<file path="src/rtl/reg_if_pkg.sv">
// Definitions shared by the FX2 command-side register manager and the
// readback reply path: address width and reply-serialiser state encoding.
package reg_if_pkg;

    localparam int ADDR_W = 8;

    typedef enum logic [1:0] {
        ST_IDLE  = 2'd0,
        ST_ADDR  = 2'd1,
        ST_DATA  = 2'd2,
        ST_CKSUM = 2'd3
    } tx_state_e;

    // Byte-index counter width: clog2(n) bits, never narrower than one bit.
    function automatic int idx_width(input int n);
        return (n > 1) ? $clog2(n) : 1;
    endfunction

endpackage

</file>
<file path="src/rtl/reg_reply_tx_if.sv">
// Reply-path bundle: readback replies in from device logic, bytes out to the
// FX2 IN FIFO. The slave modport is the serialiser's view.
interface reg_reply_tx_if #(
    parameter int DATA_BYTES = 4
);
    import reg_if_pkg::*;

    logic [ADDR_W-1:0]       reply_addr;
    logic [8*DATA_BYTES-1:0] reply_data;
    logic                    reply_valid;
    logic                    reply_ready;
    logic                    tx_full;
    logic [7:0]              tx_byte;
    logic                    tx_wr;
    logic                    busy;

    modport master (
        output reply_addr, reply_data, reply_valid, tx_full,
        input  reply_ready, tx_byte, tx_wr, busy
    );

    modport slave (
        input  reply_addr, reply_data, reply_valid, tx_full,
        output reply_ready, tx_byte, tx_wr, busy
    );

endinterface

</file>
<file path="src/rtl/reg_reply_tx_reply_fifo.sv">
// Synchronous reply queue: power-of-2 depth, pointers carry one extra wrap
// bit so full and empty are told apart without a separate counter.
module reply_fifo #(
    parameter int WIDTH = 40,
    parameter int DEPTH = 4
) (
    input  logic             clk,
    input  logic             reset,
    input  logic             push,
    input  logic [WIDTH-1:0] wdata,
    input  logic             pop,
    output logic [WIDTH-1:0] rdata,
    output logic             full,
    output logic             empty
);

    localparam int PTR_W = $clog2(DEPTH);

    logic [WIDTH-1:0] mem [DEPTH];
    logic [PTR_W:0]   wr_ptr;
    logic [PTR_W:0]   rd_ptr;

    assign empty = (wr_ptr == rd_ptr);
    assign full  = (wr_ptr[PTR_W] != rd_ptr[PTR_W]) &&
                   (wr_ptr[PTR_W-1:0] == rd_ptr[PTR_W-1:0]);
    assign rdata = mem[rd_ptr[PTR_W-1:0]];

    // NOTE: sequential state uses non-blocking assignments so every register
    // samples its pre-edge inputs, independent of statement order.
    always_ff @(posedge clk) begin
        if (reset) begin
            wr_ptr <= '0;
            rd_ptr <= '0;
        end else begin
            if (push && !full)
                wr_ptr <= wr_ptr + 1'b1;
            if (pop && !empty)
                rd_ptr <= rd_ptr + 1'b1;
        end
    end

    // NOTE: storage is deliberately not reset; the pointers alone define which
    // entries are valid, and an unreset array maps onto plain RAM cells.
    always_ff @(posedge clk) begin
        if (push && !full)
            mem[wr_ptr[PTR_W-1:0]] <= wdata;
    end

endmodule

</file>
<file path="src/rtl/reg_reply_tx.sv">
// Register readback reply serialiser: queues {addr, data} replies and emits
// them as byte frames (addr, data LSB first) into the FX2 IN FIFO.
// Define REG_REPLY_CKSUM_EN to append an XOR checksum byte to every frame.
module reg_reply_tx
    import reg_if_pkg::*;
#(
    parameter int DATA_BYTES = 4,
    parameter int DEPTH      = 4
) (
    input logic          clk,
    input logic          reset,
    reg_reply_tx_if.slave bus
);

    localparam int                FIFO_W   = ADDR_W + 8 * DATA_BYTES;
    localparam int                IDX_W    = idx_width(DATA_BYTES);
    localparam logic [IDX_W-1:0]  LAST_IDX = IDX_W'(DATA_BYTES - 1);

    tx_state_e                   state;
    logic [IDX_W-1:0]            idx;
    logic [ADDR_W-1:0]           frame_addr;
    logic [DATA_BYTES-1:0][7:0]  frame_data;
`ifdef REG_REPLY_CKSUM_EN
    logic [7:0]                  cksum;
`endif

    logic              q_full;
    logic              q_empty;
    logic              q_push;
    logic              q_pop;
    logic [FIFO_W-1:0] q_rdata;
    logic              tx_wr;
    logic [7:0]        tx_byte;

    // Ready reflects registered queue status only; a pop never frees a slot
    // for a push in the same cycle.
    assign bus.reply_ready = !q_full;
    assign q_push          = bus.reply_valid && !q_full;
    assign q_pop           = (state == ST_IDLE) && !q_empty;

    reply_fifo #(
        .WIDTH (FIFO_W),
        .DEPTH (DEPTH)
    ) u_reply_fifo (
        .clk   (clk),
        .reset (reset),
        .push  (q_push),
        .wdata ({bus.reply_addr, bus.reply_data}),
        .pop   (q_pop),
        .rdata (q_rdata),
        .full  (q_full),
        .empty (q_empty)
    );

    // Reset gates the strobe so a byte is never handed over while the frame
    // is being abandoned.
    assign tx_wr = !reset && (state != ST_IDLE) && !bus.tx_full;

    // NOTE: every combinational output gets a default first, so no path
    // through the case leaves it unassigned and no latch is inferred.
    always_comb begin
        tx_byte = '0;
        case (state)
            ST_ADDR:  tx_byte = frame_addr;
            ST_DATA:  tx_byte = frame_data[idx];
`ifdef REG_REPLY_CKSUM_EN
            ST_CKSUM: tx_byte = cksum;
`endif
            default:  tx_byte = '0;
        endcase
    end

    assign bus.tx_wr   = tx_wr;
    assign bus.tx_byte = tx_byte;
    assign bus.busy    = (state != ST_IDLE) || !q_empty;

    always_ff @(posedge clk) begin
        if (reset) begin
            state      <= ST_IDLE;
            idx        <= '0;
            frame_addr <= '0;
            frame_data <= '0;
`ifdef REG_REPLY_CKSUM_EN
            cksum      <= '0;
`endif
        end else begin
            case (state)
                ST_IDLE: begin
                    if (!q_empty) begin
                        {frame_addr, frame_data} <= q_rdata;
                        state                    <= ST_ADDR;
`ifdef REG_REPLY_CKSUM_EN
                        cksum                    <= '0;
`endif
                    end
                end
                ST_ADDR: begin
                    if (tx_wr) begin
                        state <= ST_DATA;
                        idx   <= '0;
`ifdef REG_REPLY_CKSUM_EN
                        cksum <= cksum ^ frame_addr;
`endif
                    end
                end
                ST_DATA: begin
                    if (tx_wr) begin
`ifdef REG_REPLY_CKSUM_EN
                        cksum <= cksum ^ frame_data[idx];
`endif
                        if (idx == LAST_IDX) begin
`ifdef REG_REPLY_CKSUM_EN
                            state <= ST_CKSUM;
`else
                            state <= ST_IDLE;
`endif
                        end else begin
                            idx <= idx + 1'b1;
                        end
                    end
                end
`ifdef REG_REPLY_CKSUM_EN
                ST_CKSUM: begin
                    if (tx_wr)
                        state <= ST_IDLE;
                end
`endif
                default: state <= ST_IDLE;
            endcase
        end
    end

endmodule

</file>
<file path="src/flat_wrapper.sv">
// flat-port wrapper written by rule: the top's interface ports become plain ports
module reg_reply_tx_flat import reg_if_pkg::*;
#(
    parameter int DATA_BYTES = 4,
    parameter int DEPTH      = 4
)
  (clk, reset, bus_reply_addr, bus_reply_data, bus_reply_valid, bus_tx_full, bus_reply_ready, bus_tx_byte, bus_tx_wr, bus_busy);
  reg_reply_tx_if #(.DATA_BYTES(DATA_BYTES)) bus_i ();
  input logic clk;
  input logic reset;
  input wire logic [$bits(bus_i.reply_addr)-1:0] bus_reply_addr;
  input wire logic [$bits(bus_i.reply_data)-1:0] bus_reply_data;
  input wire logic [$bits(bus_i.reply_valid)-1:0] bus_reply_valid;
  input wire logic [$bits(bus_i.tx_full)-1:0] bus_tx_full;
  output wire logic [$bits(bus_i.reply_ready)-1:0] bus_reply_ready;
  output wire logic [$bits(bus_i.tx_byte)-1:0] bus_tx_byte;
  output wire logic [$bits(bus_i.tx_wr)-1:0] bus_tx_wr;
  output wire logic [$bits(bus_i.busy)-1:0] bus_busy;
  assign bus_i.reply_addr = bus_reply_addr;
  assign bus_i.reply_data = bus_reply_data;
  assign bus_i.reply_valid = bus_reply_valid;
  assign bus_i.tx_full = bus_tx_full;
  assign bus_reply_ready = bus_i.reply_ready;
  assign bus_tx_byte = bus_i.tx_byte;
  assign bus_tx_wr = bus_i.tx_wr;
  assign bus_busy = bus_i.busy;
  reg_reply_tx #(.DATA_BYTES(DATA_BYTES), .DEPTH(DEPTH)) u_core (.clk(clk), .reset(reset), .bus(bus_i));
endmodule
</file>
<file path="config.mk">
export PLATFORM = sky130hd
export DESIGN_NAME = reg_reply_tx_flat
export DESIGN_NICKNAME = d
export VERILOG_FILES = /design/src/rtl/reg_if_pkg.sv /design/src/rtl/reg_reply_tx_if.sv /design/src/rtl/reg_reply_tx_reply_fifo.sv /design/src/rtl/reg_reply_tx.sv /design/src/flat_wrapper.sv
export SDC_FILE = /design/constraint.sdc
export NUM_CORES = 1
export LEC_CHECK = 0
export CORE_ASPECT_RATIO = 1.4
export CORE_MARGIN = 5
export CORE_UTILIZATION = 32
export CTS_CLUSTER_DIAMETER = 120
export DETAILED_ROUTE_END_ITERATION = 12
export GPL_TIMING_DRIVEN = 0
export PLACE_DENSITY_LB_ADDON = 0.2
export REMOVE_ABC_BUFFERS = 1
export SLEW_MARGIN = 5
export SYNTH_ARGS = -nofsm -noshare
export SYNTH_HDL_FRONTEND = slang
export SYNTH_HIERARCHICAL = 1
export SYNTH_SLANG_ARGS = --single-unit
</file>
<file path="constraint.sdc">
create_clock -name clk -period 9.6 [get_ports clk]
set_input_delay 2.88 -clock clk [delete_from_list [all_inputs] [get_ports clk]]
set_output_delay 2.88 -clock clk [all_outputs]
set_load 0.02 [all_outputs]
</file>
==> reports/results.ini <==
[drt]
antenna_left = 0
routedWlPerCell_um = 19.3
drc = 0
dr.first_iter.drc_count = 169
num_vias = 4454
viasPerCell = 4.97
drt-total-wl_um = 17300
drt_first_pass_iters = 5

[logic_synthesis]
avgSynthCellArea_um2 = 16.3
synth-seq-cells = 212
syn_inst = 509
synth.distinct_cells = 39
yosysSeqAreaShare_pct = 70.5
syn-cell-area_um2 = 8290
yosysWarnings = 6

[clock_tree]
h-tree-depth = 1
cts_resized = 0
cts_tree = yes
cts_inserted_buffers = 21
clk-insertion-delay-late_ps = 490
cts_max_path_buffers = 3
root_buffer = clkbuf_16
cts_hold_buf = 0
clk_pin_slew_worst_paths_ps = 60
cts.sinks = 212
post-cts-setup-buffers = 0

[timing]
setup_viol = 0
fin_setup_tns_ps = 0
hold_violations = 0
worstMarginPinSlew_ps = 931
period_share_pct = 76.7
rsz0062_at_grt = no
drv_slew = 0
period_needed_ps = 7370
setup_slack_ps = 2230
skew_ps = 15.0
slew_headroom_pct = 37.9
fmax_mhz = 136

[critical_path]
crit_path_start = reset
ff2ff_path_depth = 9
cp-start-kind = input port
endpoint_kind = primary output
r2r_end = u_core/u_reply_fifo/rd_ptr[0]
r2r-start = u_core/u_reply_fifo/rd_ptr[0]
critical_path_class = input port to primary output
cp_data_arrival_time_ps = 4490
ff2ff_setup_slack_ps = 6300
worst_ep_required_time_ps = 6720
path_max_fanout = 43

[floorplanning]
dieArea_um2 = 29300
io_pins = 55
die_w_um = 146
fp.coreArea_um2 = 25500
die_h_um = 200
initial_utilization_pct = 32.6
num_rows = 69

[grt]
grt_max_degree = 48
overflow = 0
antenna_found_initial = 0
gr-usage-all-layers_pct = 12.0
grt_pass1_vias = 4982
grt_pass1_wl_um = 27800

[final_layout]
n_antenna_cell = 0
final_area_um2 = 9940
fin_util_pct = 39.0
drive_gt1_share_pct = 16.4
nNetsFinal = 619
syn_to_final_growth_pct = 19.8

[run]
max_cap_viol_count = 0

[placed_design]
gp_routability_congestion = 0.720
place_area_um2 = 9310
pre_cts_ws_ps = 2230
dpl.hpwl_um = 10600
port_buffers = 54

[pwr]
p_per_area_nw_per_um2 = 288
peakVddDrop_mv = 0.132
leakagePower_nw = 3.17
finalPower_w = 0.00286

[status]
status = completed

[worst_hold_path]
hold_end = u_core/frame_data[18]
hp-start = u_core/frame_data[18]
min_path_cells = 2
hp-class = flip-flop to flip-flop

==> worst max-delay path by stage <==
stage / slack, ps / endpoint / cells past startpoint
floorplan: 3340 / bus_tx_wr / 2
global placement: 680 / bus_tx_wr / 4
detailed placement: 2230 / bus_tx_wr / 5
CTS: 2230 / bus_tx_wr / 5
global route: 2170 / bus_tx_wr / 5
finish: 2230 / bus_tx_wr / 5
==> cell usage in the layout, fill, tap and decap left out, types with 5 or more instances in the layout <==
cell type / n
mux4_2: 48
nand2_1: 86
dfxtp_1: 50
clkdlybuf4s50_1: 53
buf_12: 5
inv_1: 9
edfxtp_1: 160
o211ai_1: 5
clkbuf_1: 9
clkbuf_16: 21
ha_1: 11
a21oi_1: 44
a32o_1: 8
==> stage by stage <==
| step | hold WS (ps) | std cells |
|---|---|---|
| after floorplan | 427 | 478 |
| after global placement | 440 | 851 |
| after detailed placement | 447 | 860 |
| after CTS | 456 | 897 |
| after global routing | 473 | 897 |
| final | 452 | 897 |
==> critical path, stage by stage <==
cell             delay [ps]
buf_2                   210
buf_12                  230
or3_4                   430
inv_2                   100
clkdlybuf4s50_1         620
==> cell families (layout without fill, tap and decap cells) <==
kind of cell / count (synthesis) / count (layout) / synth area share, %
compound gates: 72 / 72 / 5.37
fa+ha+maj: 11 / 11 / 1.66
mux: 50 / 50 / 13.3
simple gates: 116 / 116 / 6.19
flops: 212 / 212 / 70.5
xor+xnor: 6 / 6 / 0.634
buf+inv: 42 / 111 / 2.38
==> report_power, final <==
group          internal [W]  switching [W]  total (W)
logic              0.000331       0.000460   0.000791
registers           0.00121       0.000100    0.00131
clock network      0.000441       0.000318   0.000758
==> state kept, by name, indices dropped and copies added (netlist names), named ones only <==
name                        flops
u_core/frame_addr               8
u_core/frame_data              32
u_core/idx                      2
u_core/state                    2
u_core/u_reply_fifo/mem       160
u_core/u_reply_fifo/rd_ptr      3
u_core/u_reply_fifo/wr_ptr      3
==> metal layers <==
metal  track usage, %  vias up  wire, um
met4             4.03        0       383
li1                 -     2059         -
met5                0        -         0
met3             1.74       25       540
met1             14.4     2304      7100
met2             22.0       66      9260
==> cells in the mapped netlist, drive strengths merged <==
cell type	instances	share of area (%)
edfxtp	160	58
nand2	86	3.9
dfxtp	52	13
mux4	48	13
a21oi	44	2.7
clkbuf	22	1.2
ha	11	1.7
inv	11	0.50
buf	9	0.72
a32o	8	0.97
and2	5	0.38
nand2b	5	0.38
o211ai	5	0.45
a31oi	4	0.30
nor3b	4	0.36
o21ai	4	0.24
nand3	3	0.18
nand4	3	0.23
nor2	3	0.14
xnor2	3	0.32
xor2	3	0.32
a211o	2	0.23
a41oi	2	0.21
mux2i	2	0.24
o31ai	2	0.18
or3	2	0.21
or4	2	0.18
and3	1	0.075
nand3b	1	0.091
nor2b	1	0.075
o221a	1	0.14
==> cell type report <==
type | count | area [um2]
Timing Repair Buffer | 63 | 746
Clock inverter | 6 | 57.6
Multi-Input combinational cell | 255 | 2270
Fill cell | 2295 | 15500
Clock buffer | 31 | 573
Sequential cell | 212 | 5850
Tap cell | 319 | 399
Inverter | 11 | 41.3
(Power assumes the default switching activity.)
